<file path="config.mk">
export PLATFORM = sky130hd
export DESIGN_NAME = inst_fetch_burst_ctrl
export DESIGN_NICKNAME = d
export VERILOG_FILES = /design/src/rtl/inst_fetch_burst_ctrl_pkg.sv /design/src/rtl/inst_fetch_burst_ctrl_fifo.sv /design/src/rtl/inst_fetch_burst_ctrl.sv
export SDC_FILE = /design/constraint.sdc
export NUM_CORES = 1
export LEC_CHECK = 0
export ABC_AREA = 1
export BUFFER_PORTS_ARGS = -buffer_cell sky130_fd_sc_hd__buf_2
export CAP_MARGIN = 40
export CORE_MARGIN = 5
export CORE_UTILIZATION = 64
export DETAILED_ROUTE_END_ITERATION = 8
export MAX_ROUTING_LAYER = met4
export PLACE_DENSITY = 0.85
export SLEW_MARGIN = 20
export SYNTH_ARGS = -nofsm -noshare
export SYNTH_HDL_FRONTEND = slang
export SYNTH_SLANG_ARGS = --single-unit
</file>
<file path="constraint.sdc">
create_clock -name clk -period 11.65 [get_ports clk]
set_input_delay 2.33 -clock clk [delete_from_list [all_inputs] [get_ports clk]]
set_output_delay 2.33 -clock clk [all_outputs]
set_load 0.05 [all_outputs]
</file>
<file path="src/rtl/inst_fetch_burst_ctrl_pkg.sv">
`default_nettype none
// ============================================================================
// Package  : inst_fetch_burst_ctrl_pkg
// Brief    : Shared FSM state encodings and default instruction width for the
//            burst instruction fetch controller.
// Revision : 1.0
// ============================================================================
package inst_fetch_burst_ctrl_pkg;

    localparam int c_INST_BITS = 32;

    typedef enum logic [1:0] {
        ST_IDLE = 2'd0,
        ST_REQ  = 2'd1,
        ST_DATA = 2'd2
    } fetch_state_t;

endpackage
`default_nettype wire

</file>
<file path="src/rtl/inst_fetch_burst_ctrl_fifo.sv">
`default_nettype none
// ============================================================================
// Module   : inst_fetch_fifo
// Brief    : Show-ahead FIFO with synchronous flush and free-slot count.
// Revision : 1.0
// ============================================================================
module inst_fetch_fifo #(
    parameter int P_WIDTH      = 50,
    parameter int P_DEPTH      = 8,
    parameter int P_DEPTH_LOG2 = 3
) (
    input  logic                    clk,
    input  logic                    rst,
    input  logic                    i_flush,
    input  logic                    i_push,
    input  logic [P_WIDTH-1:0]      i_wdata,
    input  logic                    i_pop,
    output logic [P_WIDTH-1:0]      o_rdata,
    output logic                    o_valid,
    output logic                    o_empty,
    output logic [P_DEPTH_LOG2:0]   o_free
);

    localparam logic [P_DEPTH_LOG2:0] c_DEPTH = (P_DEPTH_LOG2 + 1)'(P_DEPTH);

    logic [P_WIDTH-1:0]      r_mem [P_DEPTH];
    logic [P_DEPTH_LOG2-1:0] r_rd_ptr;
    logic [P_DEPTH_LOG2-1:0] r_wr_ptr;
    logic [P_DEPTH_LOG2:0]   r_count;
    logic                    w_pop;
    logic                    w_push;

    assign w_pop  = i_pop && (r_count != '0);
    assign w_push = i_push && ((r_count != c_DEPTH) || w_pop);

    always_ff @(posedge clk or negedge rst) begin
        if (!rst) begin
            r_rd_ptr <= '0;
            r_wr_ptr <= '0;
            r_count  <= '0;
        end else if (i_flush) begin
            r_rd_ptr <= '0;
            r_wr_ptr <= '0;
            r_count  <= '0;
        end else begin
            if (w_push) r_wr_ptr <= r_wr_ptr + 1'b1;
            if (w_pop)  r_rd_ptr <= r_rd_ptr + 1'b1;
            case ({w_push, w_pop})
                2'b10:   r_count <= r_count + 1'b1;
                2'b01:   r_count <= r_count - 1'b1;
                default: r_count <= r_count;
            endcase
        end
    end

    always_ff @(posedge clk) begin
        if (w_push && !i_flush) r_mem[r_wr_ptr] <= i_wdata;
    end

    // Head is forced to zero when empty so stale entries never leak out.
    assign o_valid = (r_count != '0);
    assign o_empty = !o_valid;
    assign o_rdata = o_valid ? r_mem[r_rd_ptr] : '0;
    assign o_free  = c_DEPTH - r_count;

endmodule
`default_nettype wire

</file>
<file path="src/rtl/inst_fetch_burst_ctrl.sv">
`default_nettype none
// ============================================================================
// Module   : inst_fetch_burst_ctrl
// Brief    : Avalon-MM burst instruction fetcher feeding a show-ahead FIFO,
//            with jr/jal/j redirect flush. INST_FETCH_JAL_LINK_EN enables the
//            jal return-address output.
// Revision : 1.0
// ============================================================================
module inst_fetch_burst_ctrl
    import inst_fetch_burst_ctrl_pkg::*;
#(
    parameter int                     P_ADDR_BITS       = 18,
    parameter int                     P_INST_BITS       = c_INST_BITS,
    parameter int                     P_FIFO_DEPTH      = 8,
    parameter int                     P_FIFO_DEPTH_LOG2 = 3,
    parameter int                     P_BURST_LEN       = 4,
    parameter int                     P_BURST_BITS      = 3,
    parameter logic [P_ADDR_BITS-1:0] P_RESET_PC        = '0
) (
    input  logic                    clk,
    input  logic                    rst,
    input  logic [P_ADDR_BITS-1:0]  i_jr_addr,
    input  logic [P_ADDR_BITS-1:0]  i_j_addr,
    input  logic [P_ADDR_BITS-1:0]  i_jal_addr,
    input  logic                    i_jr_valid,
    input  logic                    i_j_valid,
    input  logic                    i_jal_valid,
    output logic [P_ADDR_BITS-1:0]  o_ret_addr,
    output logic                    o_ret_addr_valid,
    output logic [P_INST_BITS-1:0]  o_inst,
    output logic [P_ADDR_BITS-1:0]  o_inst_pc,
    output logic                    o_inst_valid,
    input  logic                    i_inst_complete,
    output logic                    o_inst_empty,
    output logic                    o_rst_inst_fifo,
    output logic [P_ADDR_BITS-1:0]  o_addr,
    output logic [P_BURST_BITS-1:0] o_burstcount,
    output logic                    o_read,
    input  logic                    i_waitrequest,
    input  logic [P_INST_BITS-1:0]  i_readdata,
    input  logic                    i_readdatavalid
);

    localparam logic [P_BURST_BITS-1:0]      c_BURST        = P_BURST_BITS'(P_BURST_LEN);
    localparam logic [P_BURST_BITS-1:0]      c_LAST_BEAT    = P_BURST_BITS'(P_BURST_LEN - 1);
    localparam logic [P_FIFO_DEPTH_LOG2:0]   c_BURST_SLOTS  = (P_FIFO_DEPTH_LOG2 + 1)'(P_BURST_LEN);
    localparam logic [P_ADDR_BITS-1:0]       c_BURST_STRIDE = P_ADDR_BITS'(P_BURST_LEN);

    fetch_state_t                   r_state;
    logic [P_ADDR_BITS-1:0]         r_fetch_pc;
    logic [P_ADDR_BITS-1:0]         r_addr;
    logic                           r_read;
    logic                           r_discard;
    logic                           r_flush_pulse;
    logic [P_BURST_BITS-1:0]        r_beat_cnt;

    logic                           w_redir;
    logic [P_ADDR_BITS-1:0]         w_target;
    logic                           w_push;
    logic                           w_pop;
    logic [P_ADDR_BITS-1:0]         w_beat_pc;
    logic [P_FIFO_DEPTH_LOG2:0]     w_free;
    logic [P_ADDR_BITS+P_INST_BITS-1:0] w_head;

    always_comb begin
        w_redir  = i_jr_valid | i_jal_valid | i_j_valid;
        w_target = i_j_addr;
        if (i_jr_valid)       w_target = i_jr_addr;
        else if (i_jal_valid) w_target = i_jal_addr;
    end

    // r_addr still holds the accepted burst base throughout DATA.
    assign w_beat_pc = r_addr + P_ADDR_BITS'(r_beat_cnt);
    assign w_push    = (r_state == ST_DATA) && i_readdatavalid && !r_discard && !w_redir;
    assign w_pop     = i_inst_complete && !w_redir;

    inst_fetch_fifo #(
        .P_WIDTH      (P_ADDR_BITS + P_INST_BITS),
        .P_DEPTH      (P_FIFO_DEPTH),
        .P_DEPTH_LOG2 (P_FIFO_DEPTH_LOG2)
    ) u_fifo (
        .clk     (clk),
        .rst     (rst),
        .i_flush (w_redir),
        .i_push  (w_push),
        .i_wdata ({w_beat_pc, i_readdata}),
        .i_pop   (w_pop),
        .o_rdata (w_head),
        .o_valid (o_inst_valid),
        .o_empty (o_inst_empty),
        .o_free  (w_free)
    );

    assign o_inst_pc = w_head[P_ADDR_BITS+P_INST_BITS-1:P_INST_BITS];
    assign o_inst    = w_head[P_INST_BITS-1:0];

    always_ff @(posedge clk or negedge rst) begin
        if (!rst) begin
            r_state       <= ST_IDLE;
            r_fetch_pc    <= P_RESET_PC;
            r_addr        <= P_RESET_PC;
            r_read        <= 1'b0;
            r_discard     <= 1'b0;
            r_beat_cnt    <= '0;
            r_flush_pulse <= 1'b0;
        end else begin
            r_flush_pulse <= w_redir;
            if (w_redir) r_fetch_pc <= w_target;
            case (r_state)
                ST_IDLE: begin
                    if (!w_redir && (w_free >= c_BURST_SLOTS)) begin
                        r_state <= ST_REQ;
                        r_read  <= 1'b1;
                        r_addr  <= r_fetch_pc;
                    end
                end
                ST_REQ: begin
                    if (w_redir) r_discard <= 1'b1;
                    if (!i_waitrequest) begin
                        r_read     <= 1'b0;
                        r_state    <= ST_DATA;
                        r_beat_cnt <= '0;
                        // A pending redirect owns the fetch PC; do not advance past it.
                        if (!w_redir && !r_discard) r_fetch_pc <= r_fetch_pc + c_BURST_STRIDE;
                    end
                end
                ST_DATA: begin
                    if (w_redir) r_discard <= 1'b1;
                    if (i_readdatavalid) begin
                        r_beat_cnt <= r_beat_cnt + 1'b1;
                        if (r_beat_cnt == c_LAST_BEAT) begin
                            r_state   <= ST_IDLE;
                            r_discard <= 1'b0;
                        end
                    end
                end
                default: r_state <= ST_IDLE;
            endcase
        end
    end

    assign o_read          = r_read;
    assign o_addr          = r_addr;
    assign o_burstcount    = c_BURST;
    assign o_rst_inst_fifo = r_flush_pulse;

`ifdef INST_FETCH_JAL_LINK_EN
    logic [P_ADDR_BITS-1:0] r_ret_addr;
    logic                   r_ret_valid;
    logic                   w_jal_take;

    assign w_jal_take = i_jal_valid && !i_jr_valid;

    always_ff @(posedge clk or negedge rst) begin
        if (!rst) begin
            r_ret_addr  <= '0;
            r_ret_valid <= 1'b0;
        end else begin
            r_ret_valid <= w_jal_take;
            if (w_jal_take) r_ret_addr <= o_inst_pc + 1'b1;
        end
    end

    assign o_ret_addr       = r_ret_addr;
    assign o_ret_addr_valid = r_ret_valid;
`else
    assign o_ret_addr       = '0;
    assign o_ret_addr_valid = 1'b0;
`endif

endmodule
`default_nettype wire

</file>
==> results of run 1 <==
final timing paths:
check / to
worst max-delay path: o_inst_pc[2]
worst min-delay path: o_addr[17]$_DFFE_PN0P_
worst max register to register: u_fifo.r_mem[1][27]$_DFFE_PP_
worst min register to register: o_addr[17]$_DFFE_PN0P_
max in group asynchronous: u_fifo.r_rd_ptr[0]$_DFFE_PN0P_
min in group asynchronous: u_fifo.r_count[2]$_DFFE_PN0P_
kinds of logic (layout without fill, tap and decap cells):
family / after synthesis / count (layout) / share of synthesized area
simple gates: 691 / 691 / 0.141
xor+xnor: 19 / 19 / 0.00846
other cells: 2 / 23 / 0.000382
buf+inv: 184 / 328 / 0.0466
mux: 1 / 1 / 0.000509
flops: 454 / 454 / 0.680
fa+ha+maj: 17 / 17 / 0.0116
compound gates: 389 / 389 / 0.112
metal layers:
| metal | up-vias | wire [microns] |
|---|---|---|
| met5 | - | 0 |
| met4 | 0 | 1470 |
| met3 | 118 | 4270 |
| met2 | 803 | 23200 |
| met1 | 6658 | 17500 |
| li1 | 6383 | - |
critical path: stages, from the launching register on:
cell	delay [ps]
dfrtp_4	740
buf_4	710
buf_4	720
nor2_1	120
nor2_1	110
o21ai_1	80
o211ai_1	110
nand2_1	90
nor2_1	240
buf_2	330
through the flow:
stage	hold WS, ps	utilization
floorplan	453	-
finish	518	0.726
detailed placement	476	0.679
global placement	473	0.676
CTS	513	0.724
global route	529	0.726
power by group:
| part | total [W] | switching [W] | internal, W |
|---|---|---|---|
| Combinational | 0.000463 | 0.000358 | 0.000105 |
| Clock | 0.00138 | 0.000586 | 0.000789 |
| Sequential | 0.00196 | 0.0000653 | 0.00190 |
| Total | 0.00380 | 0.00101 | 0.00279 |
final cells by class:
class,count,area [sq um],share of cell area
repair buffers,185,1070,0.0484
diodes,1,2.50,0.000113
well taps,396,495,0.0224
clock buffers,53,1140,0.0518
multi-input cells,1139,5520,0.250
clock inverters,25,235,0.0106
flip-flops and latches,454,13400,0.605
inverters,65,248,0.0112
registers in the layout (all words and copies together), names as in the netlist, 2 cells and up:
| name | flops |
|---|---|
| u_fifo.r_mem | 400 |
| o_addr | 18 |
| r_fetch_pc | 18 |
| u_fifo.r_count | 4 |
| r_beat_cnt | 3 |
| u_fifo.r_rd_ptr | 3 |
| u_fifo.r_wr_ptr | 3 |
| r_state | 2 |
Yosys cell counts, drive strengths merged:
cell type	n	area, sq um
conb	2	7.51
nand4	5	31.3
a41oi	1	8.76
clkinv	1	5.00
nand3b	3	22.5
a31oi	2	12.5
fa	2	40.0
o211ai	58	435
xor2	12	105
nand3	52	278
o31ai	2	15.0
nor2	412	1580
o22ai	52	325
a211oi	1	7.51
clkbuf	56	210
a21oi	26	130
dfrtp	54	1350
o21ai	247	1270
nand2	214	813
mux2i	1	10.0
ha	15	188
xnor2	7	61.3
edfxtp	400	12000
buf	63	462
inv	64	240
or2	2	12.5
nor3	3	26.3
==> run summary, run 1 <==
clk_skew = 17.0 ps
post-route clock period utilization = 0.532
DR pass1 iterations = 5
Clock Pin Slew Worst Setup and Hold Paths = 60 ps
reg-to-reg slack, setup = 8300 ps
gr busiest metal = met2
Slew headroom = 0.427
Crit Path Class = reg2out
mean post-synth cell area = 11.2 sq um
Setup WS post-layout = 5450 ps
grt ovf = 0
All-Layer GR Usage = 0.276
Rows = 64
CP Capture Type = output pin
RSZ-0062 raised after global routing = false
VDD IR-drop max = 0.000132 V
post-synthesis sequential area ratio = 0.680
fraction of layout cells with a size suffix above 1 = 0.145
most frequent cells in the layout = nor2_1, edfxtp_1, o21ai_0
run status = complete, no violations
# setup viols final = 0
Mapped Area = 19700 sq um
Worst-Margin Slew = 857 ps
Worst Path Max Fanout = 85
data arrival time of the critical path = 3870 ps
maxcap violations = 0
worst hold path stage count = 2
startpoint types = flip-flop
Initial DRC Count = 1647
Sinks on Clock Net = 454
Critical Path RT = 9320 ps
Hold Path Origin = r_fetch_pc[17]$_DFF_PN0_
Pwr Total = 0.00380 W
vias per inst = 6.02
CORE AREA = 30400 sq um
CTS root buf = clkbuf_16
worst min path class = reg2reg
pin count of the biggest net entering global routing = 94
Netlist cell types = 40
Layout area overhead = 12.4%
# hold bufs at CTS = 0
ANT nets after route = 0
Vert. Die Dim = 185 microns
GR Layer Usage met1 = 0.347
M2 GR Usage = 0.458
drt wl/cell = 20.0 microns
routability cong. = 0.970
Initial Util = 0.646
Max Buffers Root-to-Sink = 3
Die ar. = 34300 sq um
H-tree Lvls = 2
CTS tree = done
Final nets = 1999
Worst-Skew Late Latency = 550 ps
Die W = 185 microns
initial antenna violation count = 1
max-slew violation count = 0
first-pass GRT wire length = 72300 microns
leakage power = 8.25 nW
Post-DP Area = 20700 sq um
final hold vios = 0
fin cells = 2318
PortBufs = 165
R2R cell count = 9
Boundary Pins = 188
Final Critical Period = 6200 ps
WL final = 46400 microns
vias in the first global route = 14000
Worst Setup SP = u_fifo.r_rd_ptr[0]$_DFFE_PN0P_
Synth Instances = 1757
Place WS = 6000 ps
Sum Neg Setup Slack = 0 ps
setup bufs post-CTS = 0
CTS Buf Count = 43
dpl hpwl = 27000 microns
Max Freq = 161 MHz
# resized after CTS = 0
post-layout instance area = 22100 sq um
Critical R2R Launch = r_state[0]$_DFFE_PN0P_
FILL cells = 1947
PwrDens = 172 nW/um^2
#FFs+latches synth = 454
Warnings, synthesis = 0
via count = 14000
M3 GR Usage = 0.0456
Placed Cells = 2237
# DRC = 0
Note: power is estimated with default switching activity, not from simulation.
==> run 2: changes to the inputs <==
--- a/config.mk
+++ b/config.mk
@@ -9,10 +9,10 @@
 export BUFFER_PORTS_ARGS = -buffer_cell sky130_fd_sc_hd__buf_2
 export CAP_MARGIN = 40
 export CORE_MARGIN = 5
-export CORE_UTILIZATION = 64
+export CORE_UTILIZATION = 54
 export DETAILED_ROUTE_END_ITERATION = 8
 export MAX_ROUTING_LAYER = met4
-export PLACE_DENSITY = 0.85
+export PLACE_DENSITY = 0.77
 export SLEW_MARGIN = 20
 export SYNTH_ARGS = -nofsm -noshare
 export SYNTH_HDL_FRONTEND = slang
==> constraint.sdc (replaced) <==
create_clock -name clk -period 5.4 [get_ports clk]
set_input_delay 1.08 -clock clk [delete_from_list [all_inputs] [get_ports clk]]
set_output_delay 1.08 -clock clk [all_outputs]
set_load 0.05 [all_outputs]
==> run 2 against run 1 <==
Die area increased by 17%. Clock power is 120% higher. Flip-flop and latch count unchanged. Register-to-register slack got worse by 6000 ps. Final cell count rose by 3.0%. Cell area rose by 0.86%. Total power is 120% higher. Via count is 3.6% lower.
==> run summary, run 2 (synthesized netlist as in run 1, its figures left out) <==
Initial Util = 0.550
Sinks on Clock Net = 454
Crit Path Class = reg2out
CTS tree = done
Util after Layout = 0.623
drt wl/cell = 18.8 microns
FILL cells = 2698
CORE AREA = 35700 sq um
first-pass GRT wire length = 71400 microns
post-layout instance area = 22300 sq um
FF+latch area = 13400 sq um
routability cong. = 0.894
Setup WS post-layout = 1070 ps
vias in the first global route = 13600
worst min path class = reg2reg
post-route clock period utilization = 0.802
leakage power = 8.29 nW
Die ar. = 40300 sq um
dpl hpwl = 27600 microns
Layout area overhead = 13.3%
Boundary Pins = 188
pin count of the biggest net entering global routing = 135
Crit path max-delay family = buffers and inverters
Clock Pin Slew Worst Setup and Hold Paths = 60 ps
most frequent cells in the layout = nor2_1, edfxtp_1, o21ai_0
Slew headroom = 0.415
Post-Route M1 WL = 17500 microns
Worst-Skew Late Latency = 560 ps
CP Capture Type = output pin
slowest stage delay, CP = 750 ps
Final Critical Period = 4330 ps
# hold bufs at CTS = 0
critical path's most frequent cell = nor2_1
routed wl met3 = 3680 microns
Max Buffers Root-to-Sink = 3
CTS root buf = clkbuf_16
Switching Share = 0.265
All-Layer GR Usage = 0.224
CTS Buf Count = 44
Rows = 69
WL final = 44800 microns
PwrDens = 369 nW/um^2
WL met2 = 22900 microns
area of the multi-input gates = 5520 sq um
vias per inst = 5.63
# setup viols final = 0
VDD IR-drop max = 0.000200 V
Switching Power = 0.00218 W
Sum Neg Setup Slack = 0 ps
max-slew violation count = 0
Worst-Margin Slew = 871 ps
Top Metal Used = met4
clock share of power = 0.361
H-tree Lvls = 2
DR pass1 iterations = 5
initial antenna violation count = 2
ANT nets after route = 0
Vert. Die Dim = 201 microns
Critical Path RT = 4320 ps
Final nets = 2004
RSZ-0062 raised after global routing = false
Worst path slowest cell = dfrtp_4
worst-path cell chain = inv_4 > buf_12 > o21ai_0 > o22ai_1 > nor2_1 > nor2_1 > buf_2
Comb pwr share = 0.125
startpoint types = flip-flop
max FFs per register = 400
Initial DRC Count = 1022
Die W = 201 microns
# DRC = 0
Place WS = 1370 ps
most flop-heavy register = u_fifo.r_mem
PortBufs = 165
clk_skew = 11.3 ps
data arrival time of the critical path = 3250 ps
worst path bufs/invs = 3
via count = 13500
Reg power frac = 0.514
Max Freq = 231 MHz
maxcap violations = 0
grt ovf = 0
Worst Path Max Fanout = 71
setup bufs post-CTS = 0
final hold vios = 0
Post-DP Area = 20900 sq um
Int Power = 0.00604 W
fraction of layout cells with a size suffix above 1 = 0.148
run status = complete, no violations
# resized after CTS = 0
run 2: final cells by class:
class | count | area share
Clock buffer | 53 | 0.0514
Antenna cell | 2 | 0.000225
Timing Repair Buffer | 189 | 0.0524
Sequential cell | 454 | 0.600
Tap cell | 461 | 0.0259
Clock inverter | 25 | 0.0111
Multi-Input combinational cell | 1139 | 0.248
Inverter | 65 | 0.0111
run 2: tightest hold or removal path: cells and delay by family (launching register included):
family | cells | cell delay, ps
AND/OR/NAND/NOR | 1 | 60
AO/OA/AOI/OAI | 1 | 60
flip-flops | 1 | 360
run 2: per-stage QoR:
| stage | total power, W | hold slack [ps] | std cells |
|---|---|---|---|
| 5_1_grt | 0.00853 | 539 | 2388 |
| 2_1_floorplan | 0.00495 | 453 | 1777 |
| 3_5_place_dp | 0.00532 | 483 | 2307 |
| 3_3_place_gp | 0.00527 | 483 | 2304 |
| 4_1_cts | 0.00826 | 497 | 2385 |
| 6_report | 0.00822 | 507 | 2388 |
run 2: power by group through the flow:
| stage | registers, W | logic (W) | clock network (W) |
|---|---|---|---|
| final | 0.00423 | 0.00103 | 0.00297 |
| after CTS | 0.00422 | 0.00102 | 0.00301 |
| after global routing | 0.00424 | 0.00113 | 0.00316 |
| after detailed placement | 0.00430 | 0.00102 | 0 |
| after global placement | 0.00429 | 0.000982 | 0 |
| after floorplan | 0.00450 | 0.000448 | 0 |
run 2: final timing paths:
path / start / endpoint / slack (ps) / depth (start not counted)
worst max-delay path: u_fifo.r_rd_ptr[0]$_DFFE_PN0P_ / o_inst_pc[14] / 1070 / 7
worst min-delay path: r_fetch_pc[1]$_DFFE_PN0P_ / o_addr[1]$_DFFE_PN0P_ / 510 / 2
worst max register to register: r_beat_cnt[0]$_DFFE_PN0P_ / u_fifo.r_mem[1][44]$_DFFE_PP_ / 2270 / 8
worst min register to register: r_fetch_pc[1]$_DFFE_PN0P_ / o_addr[1]$_DFFE_PN0P_ / 510 / 2
max in group asynchronous: rst / u_fifo.r_rd_ptr[0]$_DFFE_PN0P_ / 4210 / 2
min in group asynchronous: rst / o_read$_DFFE_PN0P_ / 620 / 2
run 2: metal layers:
metal,GRT usage,vias to the layer above
li1,-,6402
met1,0.275,6430
met2,0.383,569
met3,0.0470,52
met4,0.0580,0
met5,-,-
